$ cat config.mk
export PLATFORM = sky130hd
export DESIGN_NAME = ro_race_arbiter
export DESIGN_NICKNAME = d
export VERILOG_FILES = /design/src/rtl/puf_pkg.sv /design/src/rtl/ro_edge_sync.sv /design/src/rtl/ro_race_arbiter.sv
export SDC_FILE = /design/constraint.sdc
export NUM_CORES = 1
export LEC_CHECK = 0
export BUFFER_PORTS_ARGS = -buffer_cell sky130_fd_sc_hd__clkbuf_2
export CAP_MARGIN = 0
export CORE_MARGIN = 1.5
export CORE_UTILIZATION = 60
export DETAILED_ROUTE_END_ITERATION = 10
export PLACE_DENSITY = 0.89
export SLEW_MARGIN = 30
export SYNTH_ARGS = -nofsm -noshare
export SYNTH_HDL_FRONTEND = slang
export SYNTH_HIERARCHICAL = 1
export SYNTH_SLANG_ARGS = --single-unit
$ cat constraint.sdc
create_clock -name clk -period 9 [get_ports clk]
set_input_delay 1.8 -clock clk [delete_from_list [all_inputs] [get_ports clk]]
set_output_delay 1.8 -clock clk [all_outputs]
set_load 0.005 [all_outputs]
$ cat src/rtl/puf_pkg.sv
// Shared definitions for the serialized RO-PUF pipeline: race FSM states and
// default counter sizing used by the race, counter and response-buffer stages.
`timescale 1ns/1ps
package puf_pkg;

   // Race arbiter FSM encoding.
   typedef enum logic [1:0] {
      IDLE  = 2'd0,
      CLEAR = 2'd1,
      RACE  = 2'd2,
      DONE  = 2'd3
   } race_state_e;

   // Default edge-counter width and winning edge count.
   localparam int unsigned PUF_CNT_W     = 16;
   localparam int unsigned PUF_THRESHOLD = 1024;

   // Decision record produced at the end of a race.
   typedef struct packed {
      logic bit_val;
      logic tie;
      logic timeout;
   } race_result_t;

endpackage : puf_pkg

$ cat src/rtl/ro_edge_sync.sv
// Brings an asynchronous ring-oscillator signal into the clk domain through a
// two-flop synchronizer, then flags each rising edge as a one-cycle pulse.
`timescale 1ns/1ps
module ro_edge_sync (
   input  logic clk_i,
   input  logic rst_i,
   input  logic ro_i,
   output logic edge_o
);

   // sync_q[0..1]: metastability chain; sync_q[2]: previous synchronized value
   logic [2:0] sync_q;

   // Shift the oscillator sample through the synchronizer and history flop.
   always_ff @(posedge clk_i or posedge rst_i) begin
      if (rst_i) begin
         sync_q <= 3'b000;
      end else begin
         sync_q <= {sync_q[1:0], ro_i};
      end
   end

   // Rising edge: synchronized value is high and was low one cycle earlier.
   assign edge_o = sync_q[1] & ~sync_q[2];

endmodule : ro_edge_sync

$ cat src/rtl/ro_race_arbiter.sv
// Race stage of the RO-PUF: counts rising edges of two selected ring
// oscillators and emits one response bit when either reaches THRESHOLD,
// or falls back to comparing partial counts after MAX_CYCLES.
`timescale 1ns/1ps
module ro_race_arbiter
   import puf_pkg::*;
#(
   parameter int unsigned CNT_W      = PUF_CNT_W,
   parameter int unsigned THRESHOLD  = PUF_THRESHOLD,
   parameter int unsigned TMO_W      = 20,
   parameter int unsigned MAX_CYCLES = 1000000
) (
   input  logic clk,
   input  logic rst,
   input  logic start,
   input  logic ro_a,
   input  logic ro_b,
   output logic bit_out,
   output logic bit_valid,
   output logic busy,
   output logic tie,
   output logic timeout
);

   localparam logic [CNT_W-1:0] THR_C = CNT_W'(THRESHOLD);
   localparam logic [TMO_W-1:0] MAX_C = TMO_W'(MAX_CYCLES);

   race_state_e       state_q, state_d;
   logic [CNT_W-1:0]  cnt_a_q, cnt_a_d;
   logic [CNT_W-1:0]  cnt_b_q, cnt_b_d;
   logic [TMO_W-1:0]  cyc_q, cyc_d;
   race_result_t      res_q, res_d;
   logic              valid_q, valid_d;
   logic              busy_q, busy_d;

   logic              edge_a_s, edge_b_s;
   logic [CNT_W-1:0]  nxt_a_s, nxt_b_s;
   logic [TMO_W-1:0]  nxt_cyc_s;
   logic              hit_a_s, hit_b_s;

   ro_edge_sync u_sync_a (
      .clk_i  (clk),
      .rst_i  (rst),
      .ro_i   (ro_a),
      .edge_o (edge_a_s)
   );

   ro_edge_sync u_sync_b (
      .clk_i  (clk),
      .rst_i  (rst),
      .ro_i   (ro_b),
      .edge_o (edge_b_s)
   );

   // Candidate counter values for this race cycle, saturating at their limits.
   always_comb begin
      nxt_a_s   = cnt_a_q;
      nxt_b_s   = cnt_b_q;
      nxt_cyc_s = cyc_q;
      if (cnt_a_q >= THR_C) begin
         nxt_a_s = THR_C;
      end else begin
         nxt_a_s = cnt_a_q + {{(CNT_W-1){1'b0}}, edge_a_s};
      end
      if (cnt_b_q >= THR_C) begin
         nxt_b_s = THR_C;
      end else begin
         nxt_b_s = cnt_b_q + {{(CNT_W-1){1'b0}}, edge_b_s};
      end
      if (cyc_q >= MAX_C) begin
         nxt_cyc_s = MAX_C;
      end else begin
         nxt_cyc_s = cyc_q + {{(TMO_W-1){1'b0}}, 1'b1};
      end
   end

   assign hit_a_s = (nxt_a_s == THR_C);
   assign hit_b_s = (nxt_b_s == THR_C);

   // Next-state, counter and decision logic for the race FSM.
   always_comb begin
      state_d = state_q;
      cnt_a_d = cnt_a_q;
      cnt_b_d = cnt_b_q;
      cyc_d   = cyc_q;
      res_d   = res_q;
      case (state_q)
         IDLE: begin
            if (start) begin
               state_d = CLEAR;
               res_d   = '{bit_val: 1'b0, tie: 1'b0, timeout: 1'b0};
            end else begin
               state_d = IDLE;
            end
         end
         CLEAR: begin
            // Edges seen here are dropped: counters restart from zero.
            cnt_a_d = {CNT_W{1'b0}};
            cnt_b_d = {CNT_W{1'b0}};
            cyc_d   = {TMO_W{1'b0}};
            state_d = RACE;
         end
         RACE: begin
            cnt_a_d = nxt_a_s;
            cnt_b_d = nxt_b_s;
            cyc_d   = nxt_cyc_s;
            if (hit_a_s && hit_b_s) begin
               res_d   = '{bit_val: 1'b0, tie: 1'b1, timeout: 1'b0};
               state_d = DONE;
            end else if (hit_a_s) begin
               res_d   = '{bit_val: 1'b1, tie: 1'b0, timeout: 1'b0};
               state_d = DONE;
            end else if (hit_b_s) begin
               res_d   = '{bit_val: 1'b0, tie: 1'b0, timeout: 1'b0};
               state_d = DONE;
            end else if (nxt_cyc_s == MAX_C) begin
               // Stalled race: the oscillator that got further wins, equal gives 0.
               res_d   = '{bit_val: (nxt_a_s > nxt_b_s), tie: 1'b0, timeout: 1'b1};
               state_d = DONE;
            end else begin
               state_d = RACE;
            end
         end
         DONE: begin
            state_d = IDLE;
         end
         default: begin
            state_d = IDLE;
         end
      endcase
   end

   // Output strobes registered from the next state so they align with DONE.
   always_comb begin
      valid_d = (state_d == DONE);
      busy_d  = (state_d != IDLE);
   end

   // State, counters and registered outputs.
   always_ff @(posedge clk or posedge rst) begin
      if (rst) begin
         state_q <= IDLE;
         cnt_a_q <= {CNT_W{1'b0}};
         cnt_b_q <= {CNT_W{1'b0}};
         cyc_q   <= {TMO_W{1'b0}};
         res_q   <= '{bit_val: 1'b0, tie: 1'b0, timeout: 1'b0};
         valid_q <= 1'b0;
         busy_q  <= 1'b0;
      end else begin
         state_q <= state_d;
         cnt_a_q <= cnt_a_d;
         cnt_b_q <= cnt_b_d;
         cyc_q   <= cyc_d;
         res_q   <= res_d;
         valid_q <= valid_d;
         busy_q  <= busy_d;
      end
   end

   assign bit_out   = res_q.bit_val;
   assign tie       = res_q.tie;
   assign timeout   = res_q.timeout;
   assign bit_valid = valid_q;
   assign busy      = busy_q;

endmodule : ro_race_arbiter

Yosys cells after proc, flatten, opt, wreduce, memory -nomap -nowiden
Cells that the tools add are included.
{"block": "totals", "register_bits": 65}
{"block": "classes", "eq_ne": 9, "reduce_logical": 6, "bitwise_logic": 4, "order_cmp": 4, "muxes": 18, "addsub": 3}
{"op": "$pmux 16 s2", "n": 2}
{"op": "$pmux 20 s2", "n": 1}
{"op": "$add 16x1->16", "n": 2}
{"op": "$eq 16x11->1 const B", "n": 2}
{"op": "$ge 16x11->1 const B", "n": 2}
{"op": "$mux 16", "n": 2}
{"op": "$add 20x1->20 const B", "n": 1}
{"op": "$eq 20x20->1 const B", "n": 1}
{"op": "$ge 20x20->1 const B", "n": 1}
{"op": "$mux 20", "n": 1}
{"op": "$gt 16x16->1", "n": 1}
{"op": "$mux 3", "n": 5}
{"op": "$pmux 2 s4", "n": 1}
{"op": "$eq 2x2->1 const B", "n": 3}
{"op": "$pmux 3 s2", "n": 1}
{"op": "$reduce_bool 2->1", "n": 3}
{"op": "$mux 1", "n": 5}
{"op": "$ne 5x5->1 const B", "n": 1}
{"op": "$reduce_and 3->1", "n": 1}
{"op": "$and 1x1->1", "n": 2}
{"op": "$eq 2x1->1 const B", "n": 1}
{"op": "$logic_not 2->1", "n": 1}
{"op": "$ne 2x2->1 const B", "n": 1}
{"op": "$not 1->1", "n": 2}
{"op": "$logic_and 1x1->1", "n": 1}

Logic depth before layout (Yosys ltp)
Gate-level depths: netlist of run 1.
{"block": "depth", "word_depth": 10, "mapped_depth": 16, "ltp_nobuf": 16}

Modules after synthesis
The synthesis of run 1 kept the hierarchy.
{"mod": "ro_race_arbiter", "instances": 1, "cells_per_inst": 441, "area_each_um2": 3912.5}
{"mod": "ro_edge_sync", "instances": 2, "cells_per_inst": 5, "area_each_um2": 92.6}

Worst setup path before layout of run 1
No wires, ideal clock.
{"block": "synth_timing", "kind": "register -> register", "startpoint": "reg u_sync_b.sync_q[2]", "endpoint": "reg res_q, in the netlist bit_out", "period_less_slack_ns": 3.043, "stages_incl_launch_ff": 16, "setup_slack_ns": 5.957, "setup_ns": 0.123, "arrival_ns": 2.920, "path_buffers": 1, "cell_sequence": "dfrtp_1 > nor2b_4 > ha_1 > ha_1 > and3_1 > clkbuf_1 > nand2_1 > o41a_1 > ha_1 > nand2_1 > o21ai_0 > nor2b_1 > a2111oi_0 > o211ai_1 > a31oi_1 > o2bb2ai_1"}
{"block": "synth_between", "elab_chain_len": 10}
{"element": "from (decl)", "line_no": "ro_edge_sync.sv:12", "source": "logic [2:0] sync_q;"}
{"element": "from (signal assigned)", "line_no": "ro_edge_sync.sv:19", "source": "sync_q <= {sync_q[1:0], ro_i};"}
{"element": "$not 1->1 (*)", "line_no": "ro_edge_sync.sv:24", "source": "assign edge_o = sync_q[1] & ~sync_q[2];"}
{"element": "$and 1x1->1 (*)", "line_no": "ro_edge_sync.sv:24"}
{"element": "via edge_b_s", "line_no": "ro_race_arbiter.sv:36", "source": "logic edge_a_s, edge_b_s;"}
{"element": "$add 16x1->16 (*)", "line_no": "ro_race_arbiter.sv:68", "source": "nxt_b_s = cnt_b_q + {{(CNT_W-1){1'b0}}, edge_b_s};"}
{"element": "$mux 16 (*)", "line_no": "ro_race_arbiter.sv:65", "source": "if (cnt_b_q >= THR_C) begin"}
{"element": "$gt 16x16->1", "line_no": "ro_race_arbiter.sv:118", "source": "res_d = '{bit_val: (nxt_a_s > nxt_b_s), tie: 1'b0, timeout: 1'b1};"}
{"element": "$mux 3", "line_no": "ro_race_arbiter.sv:116", "source": "end else if (nxt_cyc_s == MAX_C) begin"}
{"element": "$mux 3", "line_no": "ro_race_arbiter.sv:113", "source": "end else if (hit_b_s) begin"}
{"element": "$mux 3", "line_no": "ro_race_arbiter.sv:110", "source": "end else if (hit_a_s) begin"}
{"element": "$mux 3", "line_no": "ro_race_arbiter.sv:107", "source": "if (hit_a_s && hit_b_s) begin"}
{"element": "$pmux 3 s2", "line_no": "ro_race_arbiter.sv:87", "source": "case (state_q)"}
{"element": "to (signal assigned)", "line_no": "ro_race_arbiter.sv:146", "source": "res_q <= '{bit_val: 1'b0, tie: 1'b0, timeout: 1'b0};"}
{"element": "to (signal assigned)", "line_no": "ro_race_arbiter.sv:154", "source": "res_q <= res_d;"}
{"element": "to (decl)", "line_no": "ro_race_arbiter.sv:32", "source": "race_result_t res_q, res_d;"}
Mark *: on every way through the listed nets, which the timed path passes. The rest lies on a longest branch. The select of a mux whose other input is x is not followed.
A chain may end at the register's enable or synchronous reset.

Final worst setup path of run 1
{"block": "layout_timing", "startpoint": "reg u_sync_b.sync_q[1]", "endpoint": "reg res_q, in the netlist bit_out"}
{"block": "layout_between", "elab_chain_len": 9}
{"element": "$and 1x1->1 (*)", "line_no": "ro_edge_sync.sv:24"}
{"element": "via edge_b_s", "line_no": "ro_race_arbiter.sv:36"}
{"element": "$add 16x1->16 (*)", "line_no": "ro_race_arbiter.sv:68"}
{"element": "$mux 16 (*)", "line_no": "ro_race_arbiter.sv:65"}
{"element": "$gt 16x16->1", "line_no": "ro_race_arbiter.sv:118"}
{"element": "$mux 3", "line_no": "ro_race_arbiter.sv:116"}
{"element": "$mux 3", "line_no": "ro_race_arbiter.sv:113"}
{"element": "$mux 3", "line_no": "ro_race_arbiter.sv:110"}
{"element": "$mux 3", "line_no": "ro_race_arbiter.sv:107"}
{"element": "$pmux 3 s2", "line_no": "ro_race_arbiter.sv:87"}
Marks and branches as above.

==> impl_metrics.json, run 1 <==
{
  "slew_viol_final": 0,
  "cts_tree": "done",
  "die_y_um": 85.6,
  "vias": 3594,
  "met1_usage_pct": 40.2,
  "timing.rr.start": "u_sync_b/sync_q[1]",
  "tns_ns": 0,
  "combPwrFrac_pct": 23.0,
  "cts_resized": 0,
  "layout_common_cells": "dfrtp_1, nand2_1, o21ai_0",
  "die_w_um": 85.6,
  "dieArea_um2": 7330,
  "drtPass1Iterations": 5,
  "grt_max_degree": 60,
  "switchingPower_mw": 0.272,
  "leakagePower_nw": 1.98,
  "finalSetupViolations": 0,
  "reg2reg_slack_ns": 5.59,
  "cts-root-buf": "clkbuf_8",
  "worst_ep_arrival_time_ns": 3.64,
  "drc_errors": 0,
  "synth_edf_count": 0,
  "gp_congestion": 0.939,
  "worst_clock_skew_ns": 0.0104,
  "design_area_um2": 4390,
  "totalWireLength_mm": 9.74,
  "grt_pass1_wl_mm": 16.5,
  "rsz0062_at_grt": "false",
  "swShare_pct": 32.7,
  "first_global_vias": 3408,
  "period_share_pct": 37.9,
  "finalHoldViolCount": 0,
  "status": "completed",
  "clkPwrFrac_pct": 34.3,
  "groute.layer.met3.usage_pct": 6.45,
  "synth_area_um2": 4100,
  "drt-vias-per-instance": 6.68,
  "synthFlopType": "dfrtp_1",
  "post_cts_buffers": 0,
  "io_pins": 10,
  "drive_gt1_share_pct": 11.1,
  "core_um2": 6460,
  "clkTransAtPathRegs_ns": 0.08,
  "hpwl_mm": 6.41,
  "yosysSeqAreaShare_pct": 39.7,
  "hold_path_class": "register to register",
  "seqPwrFrac_pct": 42.7,
  "intPower_mw": 0.558,
  "criticalPathCategory": "register to register",
  "worst_pin_slew_ns": 0.886,
  "nets": 484,
  "min_to": "u_sync_b/sync_q[1]",
  "numCtsBuffers": 9,
  "clock_latency_ns": 0.35,
  "overflow": 0,
  "cp.required_ns": 9.23,
  "start_kind": "register",
  "cts_num_sinks": 65,
  "numPortBuffers": 9,
  "grtUsageTotal_pct": 28.4,
  "antenna_found_initial": 0,
  "drtAntennaViolNets": 0,
  "wl_per_cell_um": 18.1,
  "place_area_um2": 4160,
  "synth_cell_type_count": 69,
  "hold_path_depth": 0,
  "slew_headroom_pct": 40.9,
  "reg2reg_to": "bit_out",
  "syn_inst": 451,
  "drv_cap": 0,
  "power.total_mw": 0.829,
  "hold_slack_ns": 0.357,
  "yosys_warnings": 6,
  "cts.path.max_buffers": 2,
  "postCtsHoldBufs": 0,
  "irDropWorstVdd_mv": 0.187,
  "dpl.cell_count": 522,
  "diodes": 0,
  "cp-startpoint": "u_sync_b/sync_q[1]",
  "htree_levels": 3,
  "critPathMaxFanout": 6,
  "met2_usage_pct": 42.7,
  "synth-seq-cells": 65,
  "finalCriticalPeriod_ns": 3.41,
  "end_kind": "register",
  "hold_start": "u_sync_b/sync_q[0]",
  "drtIter0Drc": 449,
  "synthToLayoutAreaGrowth_pct": 7.24,
  "grt-busiest-layer": "met2",
  "final_cells": 538,
  "syn_avg_cell_area_um2": 9.09,
  "fmax_mhz": 293,
  "ys_async_sr_fraction_pct": 100,
  "power_per_cell_area_nw_per_um2": 189,
  "final_common_cell": "dfrtp_1",
  "rows": 29,
  "start_util_pct": 63.4,
  "rr_worst_depth": 14
}
cell usage after synthesis, types with 2 or more instances:
cell type,number,area [um^2]
a21oi_1,22,110
a31oi_1,5,31.3
a41oi_1,4,35.0
and2_1,4,25.0
and3_1,12,75.1
and4_1,2,17.5
buf_2,4,20.0
buf_6,2,22.5
clkbuf_1,17,63.8
conb_1,2,7.51
dfrtp_1,65,1630
ha_1,23,288
inv_1,20,75.1
nand2_1,56,210
nand2b_1,2,12.5
nand3_1,22,110
nand3_2,2,20.0
nand4_1,9,56.3
nor2_1,24,90.1
nor2b_1,12,75.1
nor2b_4,2,27.5
nor3_1,9,45.0
nor4_1,5,31.3
nor4_2,2,25.0
o211a_1,2,20.0
o211ai_2,2,25.0
o21a_1,2,15.0
o21ai_0,27,135
o22ai_1,4,25.0
o2bb2ai_1,13,114
o31a_2,2,20.0
o31ai_1,11,82.6
o32ai_1,4,35.0
o41ai_1,4,35.0
or3_1,2,12.5
xnor2_1,14,123
xor2_1,5,43.8
flip-flops by register name, summed over array words and instances (netlist names):
| register | flops |
|---|---|
| busy | 1 |
| u_sync_b/sync_q | 3 |
| cyc_q | 20 |
| state_q | 2 |
| timeout | 1 |
| bit_out | 1 |
| bit_valid | 1 |
| cnt_a_q | 16 |
| cnt_b_q | 16 |
| tie | 1 |
| u_sync_a/sync_q | 3 |
cell type report:
class | instances | area (um^2)
Sequential cell | 65 | 1630
Timing Repair Buffer | 12 | 67.6
Fill cell | 490 | 2060
Multi-Input combinational cell | 347 | 2300
Tap cell | 77 | 96.3
Clock buffer | 9 | 124
Clock inverter | 7 | 104
Inverter | 21 | 78.8
per-layer routing:
| layer | vias up | share of wire [%] |
|---|---|---|
| met4 | 0 | 3.2 |
| met1 | 1713 | 41 |
| li1 | 1644 | - |
| met3 | 42 | 8.7 |
| met2 | 195 | 47 |
| met5 | - | 0 |
worst max path at each step:
stage	endpoint	depth (start not counted)	slack [ns]
floorplan	bit_out	1	5.74
detailed placement	bit_out	11	5.51
global route	bit_out	14	5.33
CTS	bit_out	11	5.48
global placement	bit_out	11	5.68
finish	bit_out	14	5.59
cells by family (layout without fill, tap and decap cells):
| logic type | Yosys count | after routing | share of synthesized area [%] |
|---|---|---|---|
| AND/OR/NAND/NOR | 178 | 178 | 23.7 |
| AO/OA/AOI/OAI | 115 | 115 | 19.8 |
| flip-flops | 65 | 65 | 39.7 |
| buffers and inverters | 47 | 49 | 5.13 |
| adder cells (fa/ha/maj) | 24 | 24 | 7.27 |
| XOR/XNOR | 19 | 19 | 4.06 |
| other | 2 | 10 | 0.183 |
| multiplexers | 1 | 1 | 0.244 |
worst max-delay path, stage by stage, from the launching register on:
cell and delay (ns):
dfrtp_1 0.36, nor2b_4 0.14, ha_1 0.21, ha_1 0.24, and3_1 0.33, nand2_1 0.09, o41a_1 0.43, ha_1 0.30
nand2_1 0.08, o21ai_0 0.07, nor2b_1 0.12, a2111oi_0 0.44, o211ai_1 0.17, a31oi_1 0.22, o2bb2ai_1 0.09
stage by stage:
step	worst slack, ns	utilization, %
finish	5.59	68.0
global route	5.33	68.0
CTS	5.48	67.9
detailed placement	5.51	64.4
global placement	5.68	64.4
floorplan	5.74	-
power groups by stage:
stage               Sequential, mW  Clock, mW  Combinational, mW
finish                       0.354      0.284              0.191
global route                 0.357      0.300              0.206
CTS                          0.352      0.286              0.182
detailed placement           0.357          0              0.175
global placement             0.353          0              0.169
floorplan                    0.340          0              0.144
(Power assumes the default switching activity.)
==> inputs of run 2 (changes only) <==
--- a/config.mk
+++ b/config.mk
@@ -8,7 +8,7 @@
 export BUFFER_PORTS_ARGS = -buffer_cell sky130_fd_sc_hd__clkbuf_2
 export CAP_MARGIN = 0
 export CORE_MARGIN = 1.5
-export CORE_UTILIZATION = 60
+export CORE_UTILIZATION = 57
 export DETAILED_ROUTE_END_ITERATION = 10
 export PLACE_DENSITY = 0.89
 export SLEW_MARGIN = 30
==> constraint.sdc (replaced) <==
create_clock -name clk -period 2.8 [get_ports clk]
set_input_delay 0.56 -clock clk [delete_from_list [all_inputs] [get_ports clk]]
set_output_delay 0.56 -clock clk [all_outputs]
set_load 0.005 [all_outputs]
==> impl_metrics.json, run 2 (synthesized netlist as in run 1, its figures left out) <==
{
  "period_share_pct": 104,
  "violations": "setup timing",
  "worst_ep_arrival_time_ns": 3.16,
  "drv_cap": 0,
  "switchingPower_mw": 0.925,
  "numPortBuffers": 9,
  "hpwl_mm": 6.85,
  "combPwrFrac_pct": 28.9,
  "drt-vias-per-instance": 6.59,
  "io_pins": 10,
  "leakagePower_nw": 2.20,
  "power_per_cell_area_nw_per_um2": 582,
  "grt_max_degree": 52,
  "drtAntennaViolNets": 0,
  "drive_gt1_share_pct": 24.1,
  "end_kind": "register",
  "intPower_mw": 1.97,
  "layout_common_cells": "dfrtp_1, nand2_1, buf_4",
  "criticalPathCategory": "register to register",
  "dieArea_um2": 7710,
  "final_common_cell": "dfrtp_1",
  "overflow": 0,
  "swShare_pct": 32.0,
  "grtUsageTotal_pct": 30.3,
  "rows": 30,
  "numCtsBuffers": 9,
  "seqPwrFrac_pct": 39.0,
  "fmax_mhz": 344,
  "critPathMaxFanout": 3,
  "clkPwrFrac_pct": 32.1,
  "nets": 520,
  "final_util_pct": 72.4,
  "clkTransAtPathRegs_ns": 0.08,
  "core_um2": 6870,
  "finalCriticalPeriod_ns": 2.91,
  "cts_tree": "done",
  "antenna_found_initial": 0,
  "rsz0062_at_grt": "true",
  "finalHoldViolCount": 0,
  "grt_pass1_wl_mm": 18.1,
  "hold_path_class": "primary input to asynchronous set/reset pin",
  "largest_reg_flops": 20,
  "irDropWorstVdd_mv": 0.639,
  "die_w_um": 87.8,
  "finalSetupViolations": 1,
  "wl_per_cell_um": 20.1,
  "vias": 3906,
  "hold_slack_ns": 0.0859,
  "reg_top3": "cyc_q x20, cnt_a_q x16, cnt_b_q x16",
  "first_global_vias": 3767,
  "power.total_mw": 2.89,
  "diodes": 0,
  "start_kind": "register",
  "cts-root-buf": "clkbuf_8",
  "drc_errors": 0,
  "die_y_um": 87.8,
  "drtPass1Iterations": 5,
  "totalWireLength_mm": 11.9,
  "start_util_pct": 59.7,
  "cp.required_ns": 3.05,
  "slew_headroom_pct": 52.6,
  "synthToLayoutAreaGrowth_pct": 21.3,
  "setup_ws_ns": -0.109,
  "status": "finished with violations",
  "cts_num_sinks": 65,
  "cts.path.max_buffers": 2,
  "worst_pin_slew_ns": 0.711,
  "gp_congestion": 0.872,
  "worst_clock_skew_ns": 0.0101,
  "slew_viol_final": 0,
  "clock_latency_ns": 0.35,
  "htree_levels": 3,
  "tns_ns": -0.109,
  "regMostFlops": "cyc_q",
  "dp_slack_ns": -0.277,
  "drtIter0Drc": 464
}
==> run 2: cell types whose count changed in the layout (fill, tap and decap cells not counted), sizes merged <==
cell,before,now
clkinv,4,2
inv,22,21
clkinvlp,0,1
clkbuf,18,20
buf,3,39
==> run 2: critical path, cell delays in order, from the launching register on <==
cell	delay, ns
dfrtp_1	0.40
nor2b_4	0.13
ha_4	0.15
ha_4	0.13
and3_4	0.20
nand2_1	0.06
o41a_1	0.41
ha_1	0.25
a21oi_1	0.18
o21ai_1	0.10
nor2b_4	0.14
a2111oi_4	0.21
o211ai_1	0.16
a31oi_1	0.19
o2bb2ai_1	0.08
==> run 2: power by group through the flow <==
stage,sequential [mW],clock (mW),combinational (mW)
3_5_place_dp,1.12,0,0.679
3_3_place_gp,1.11,0,0.632
5_1_grt,1.14,0.956,0.892
6_report,1.13,0.929,0.835
2_1_floorplan,1.10,0,0.474
4_1_cts,1.12,0.918,0.748
==> run 2: per-layer routing <==
layer  GRT usage (%)  vias to the layer above  wire length, um
met1            40.1                     1866             4690
li1                -                     1715                -
met3            5.56                       57             1020
met2            48.1                      268             5780
met5               0                        -                0
met4            14.6                        0              443
==> run 2: what timing repair did <==
item,4_1_cts,5_1_grt
pin swaps,20,17
gates cloned,0,0
resized for setup,34,15
hold buffers,0,0
buffers inserted,3,3
endpoints found under the setup margin,1,2
==> run 2: worst paths after layout <==
| path | from | depth (start not counted) | slack [ns] | end |
|---|---|---|---|---|
| max reg2reg | u_sync_b/sync_q[2] | 14 | -0.11 | bit_out |
| max | u_sync_b/sync_q[2] | 14 | -0.11 | bit_out |
| max in group asynchronous | rst | 3 | 1.95 | cyc_q[2] |
| min | rst | 2 | 0.09 | u_sync_b/sync_q[1] |
| min reg2reg | u_sync_a/sync_q[0] | 0 | 0.36 | u_sync_a/sync_q[1] |
| min in group clk | ro_b | 1 | 0.31 | u_sync_b/sync_q[0] |
==> run 2: layout make-up <==
| type | instances | area, um^2 |
|---|---|---|
| Tap cell | 96 | 120 |
| Clock inverter | 5 | 77.6 |
| Fill cell | 380 | 1900 |
| Inverter | 21 | 78.8 |
| Clock buffer | 11 | 151 |
| Sequential cell | 65 | 1630 |
| Timing Repair Buffer | 48 | 365 |
| Multi-Input combinational cell | 347 | 2550 |
==> run 2: per-stage QoR <==
step,area (um^2),std cells
6_report,4970,593
5_1_grt,4970,593
3_5_place_dp,4440,571
4_1_cts,4870,590
3_3_place_gp,4440,571
2_1_floorplan,4150,459
==> inputs of run 3 (changes only) <==
--- a/config.mk
+++ b/config.mk
@@ -8,7 +8,7 @@
 export BUFFER_PORTS_ARGS = -buffer_cell sky130_fd_sc_hd__clkbuf_2
 export CAP_MARGIN = 0
 export CORE_MARGIN = 1.5
-export CORE_UTILIZATION = 57
+export CORE_UTILIZATION = 60
 export DETAILED_ROUTE_END_ITERATION = 10
 export PLACE_DENSITY = 0.89
 export SLEW_MARGIN = 30
==> constraint.sdc (replaced) <==
create_clock -name clk -period 3.41 [get_ports clk]
set_input_delay 0.682 -clock clk [delete_from_list [all_inputs] [get_ports clk]]
set_output_delay 0.682 -clock clk [all_outputs]
set_load 0.005 [all_outputs]
==> impl_metrics.json, run 3 (synthesized netlist as in run 1, its figures left out) <==
{
  "status": "completed",
  "drc_errors": 0,
  "layout_common_cells": "dfrtp_1, nand2_1, o21ai_0",
  "setup_ws_ns": 0.180,
  "crit_chain": "nor2b_4, ha_1, ha_2, and3_4, nand2_1, o41a_1, ha_1, nand2_1, o21ai_0, nor2b_1, a2111oi_2, o211ai_1, a31oi_1, o2bb2ai_1",
  "reg2reg_to": "bit_out",
  "slew_headroom_pct": 40.0,
  "vias": 3588,
  "hpwl_mm": 6.83,
  "drtPass1Iterations": 5,
  "io_pins": 10,
  "core_um2": 6460,
  "clock_latency_ns": 0.35,
  "finalCriticalPeriod_ns": 3.23,
  "antenna_found_initial": 0,
  "cts_num_sinks": 65,
  "drv_cap": 0,
  "worst_path_max_delay_cell": "o41a_1",
  "groute.layer.met3.usage_pct": 4.91,
  "leakagePower_nw": 1.99,
  "first_global_vias": 3440,
  "numPortBuffers": 9,
  "criticalPathCategory": "register to register",
  "critPathTopFamily": "compound AO/OA/AOI/OAI gates",
  "met1_usage_pct": 41.3,
  "grt_max_degree": 36,
  "clkTransAtPathRegs_ns": 0.09,
  "cp_slowest_stage_delay_ns": 0.43,
  "htree_levels": 3,
  "cts.path.max_buffers": 2,
  "postCtsHoldBufs": 0,
  "grtUsageTotal_pct": 28.9,
  "nets": 488,
  "hold_slack_ns": 0.202,
  "cp.buffers_inverters": 0,
  "worst_ep_arrival_time_ns": 3.46,
  "hold_path_class": "primary input to asynchronous set/reset pin",
  "drt-vias-per-instance": 6.62,
  "fmax_mhz": 310,
  "rr_worst_depth": 14,
  "final_common_cell": "dfrtp_1",
  "reg2reg_slack_ns": 0.18,
  "period_share_pct": 94.7,
  "slew_viol_final": 0,
  "numCtsBuffers": 9,
  "overflow": 0,
  "cts-root-buf": "clkbuf_8",
  "diodes": 0,
  "critPathMaxFanout": 6,
  "dp_slack_ns": 0.0276,
  "worst_pin_slew_ns": 0.898,
  "place_area_um2": 4190,
  "die_w_um": 85.6,
  "synthToLayoutAreaGrowth_pct": 7.97,
  "met2_usage_pct": 44.0,
  "cts_tree": "done",
  "largest_reg_flops": 20,
  "die_y_um": 85.6,
  "drtAntennaViolNets": 0,
  "finalSetupViolations": 0,
  "drtIter0Drc": 359,
  "drive_gt1_share_pct": 12.9,
  "start_kind": "register",
  "wl_per_cell_um": 18.4,
  "start_util_pct": 63.4,
  "final_util_pct": 68.5,
  "power_per_cell_area_nw_per_um2": 482,
  "dieArea_um2": 7330,
  "reg_top3": "cyc_q x20, cnt_a_q x16, cnt_b_q x16",
  "irDropWorstVdd_mv": 0.484,
  "grt_pass1_wl_mm": 16.7,
  "cp.required_ns": 3.64,
  "rows": 29,
  "timing.rr.start": "u_sync_b/sync_q[2]",
  "gp_congestion": 1.08,
  "totalWireLength_mm": 9.96,
  "worst_clock_skew_ns": 0.0179,
  "end_kind": "register",
  "regMostFlops": "cyc_q",
  "grt-busiest-layer": "met2",
  "design_area_um2": 4420,
  "finalHoldViolCount": 0,
  "power.total_mw": 2.13
}
==> run 3: cell types whose count changed in the layout (fill, tap and decap cells not counted), moves of 4 or more <==
| cell | before | now |
|---|---|---|
| buf_6 | 4 | 0 |
| inv_6 | 0 | 4 |
| buf_4 | 34 | 7 |
| ha_4 | 7 | 0 |
| ha_1 | 15 | 22 |
==> run 3: repair_timing <==
item	CTS	global route
endpoints found under the setup margin	0	1
setup buffers	0	0
resized for setup	0	8
==> run 3: layer usage <==
layer	share of wire, %	vias up
met5	0	-
met4	1.8	0
met3	7.5	18
met2	46	185
met1	45	1735
li1	-	1650
==> run 3: report_power, final <==
part / internal, mW / leakage, nW / switching, mW
clock: 0.349 / 0.101 / 0.343
sequential: 0.838 / 0.851 / 0.0887
combinational: 0.221 / 1.04 / 0.291
total: 1.41 / 1.99 / 0.723
==> run 3: cell type report <==
cell class | instances | area, um^2
clock buffers | 9 | 124
flip-flops and latches | 65 | 1630
clock inverters | 7 | 81.3
multi-input cells | 347 | 2320
well taps | 77 | 96.3
repair buffers | 16 | 97.6
fillers | 495 | 2030
inverters | 21 | 78.8
==> run 3: worst max path at each step <==
| stage | slack [ns] | endpoint | from | cells past startpoint |
|---|---|---|---|---|
| 4_1_cts | 0.003 | bit_out | u_sync_b/sync_q[2] | 14 |
| 3_5_place_dp | 0.03 | bit_out | u_sync_b/sync_q[2] | 14 |
| 5_1_grt | -0.05 | bit_out | u_sync_a/sync_q[1] | 16 |
| 3_3_place_gp | 0.34 | bit_out | u_sync_b/sync_q[2] | 14 |
| 2_1_floorplan | 0.37 | bit_out | u_sync_b/sync_q[2] | 15 |
| 6_report | 0.18 | bit_out | u_sync_b/sync_q[2] | 14 |
==> run 3: metrics by stage <==
stage	setup TNS, ns	std cells
final	0	542
after global routing	-0.0456	542
after CTS	0	542
after detailed placement	0	526
after global placement	0	526
after floorplan	0	459
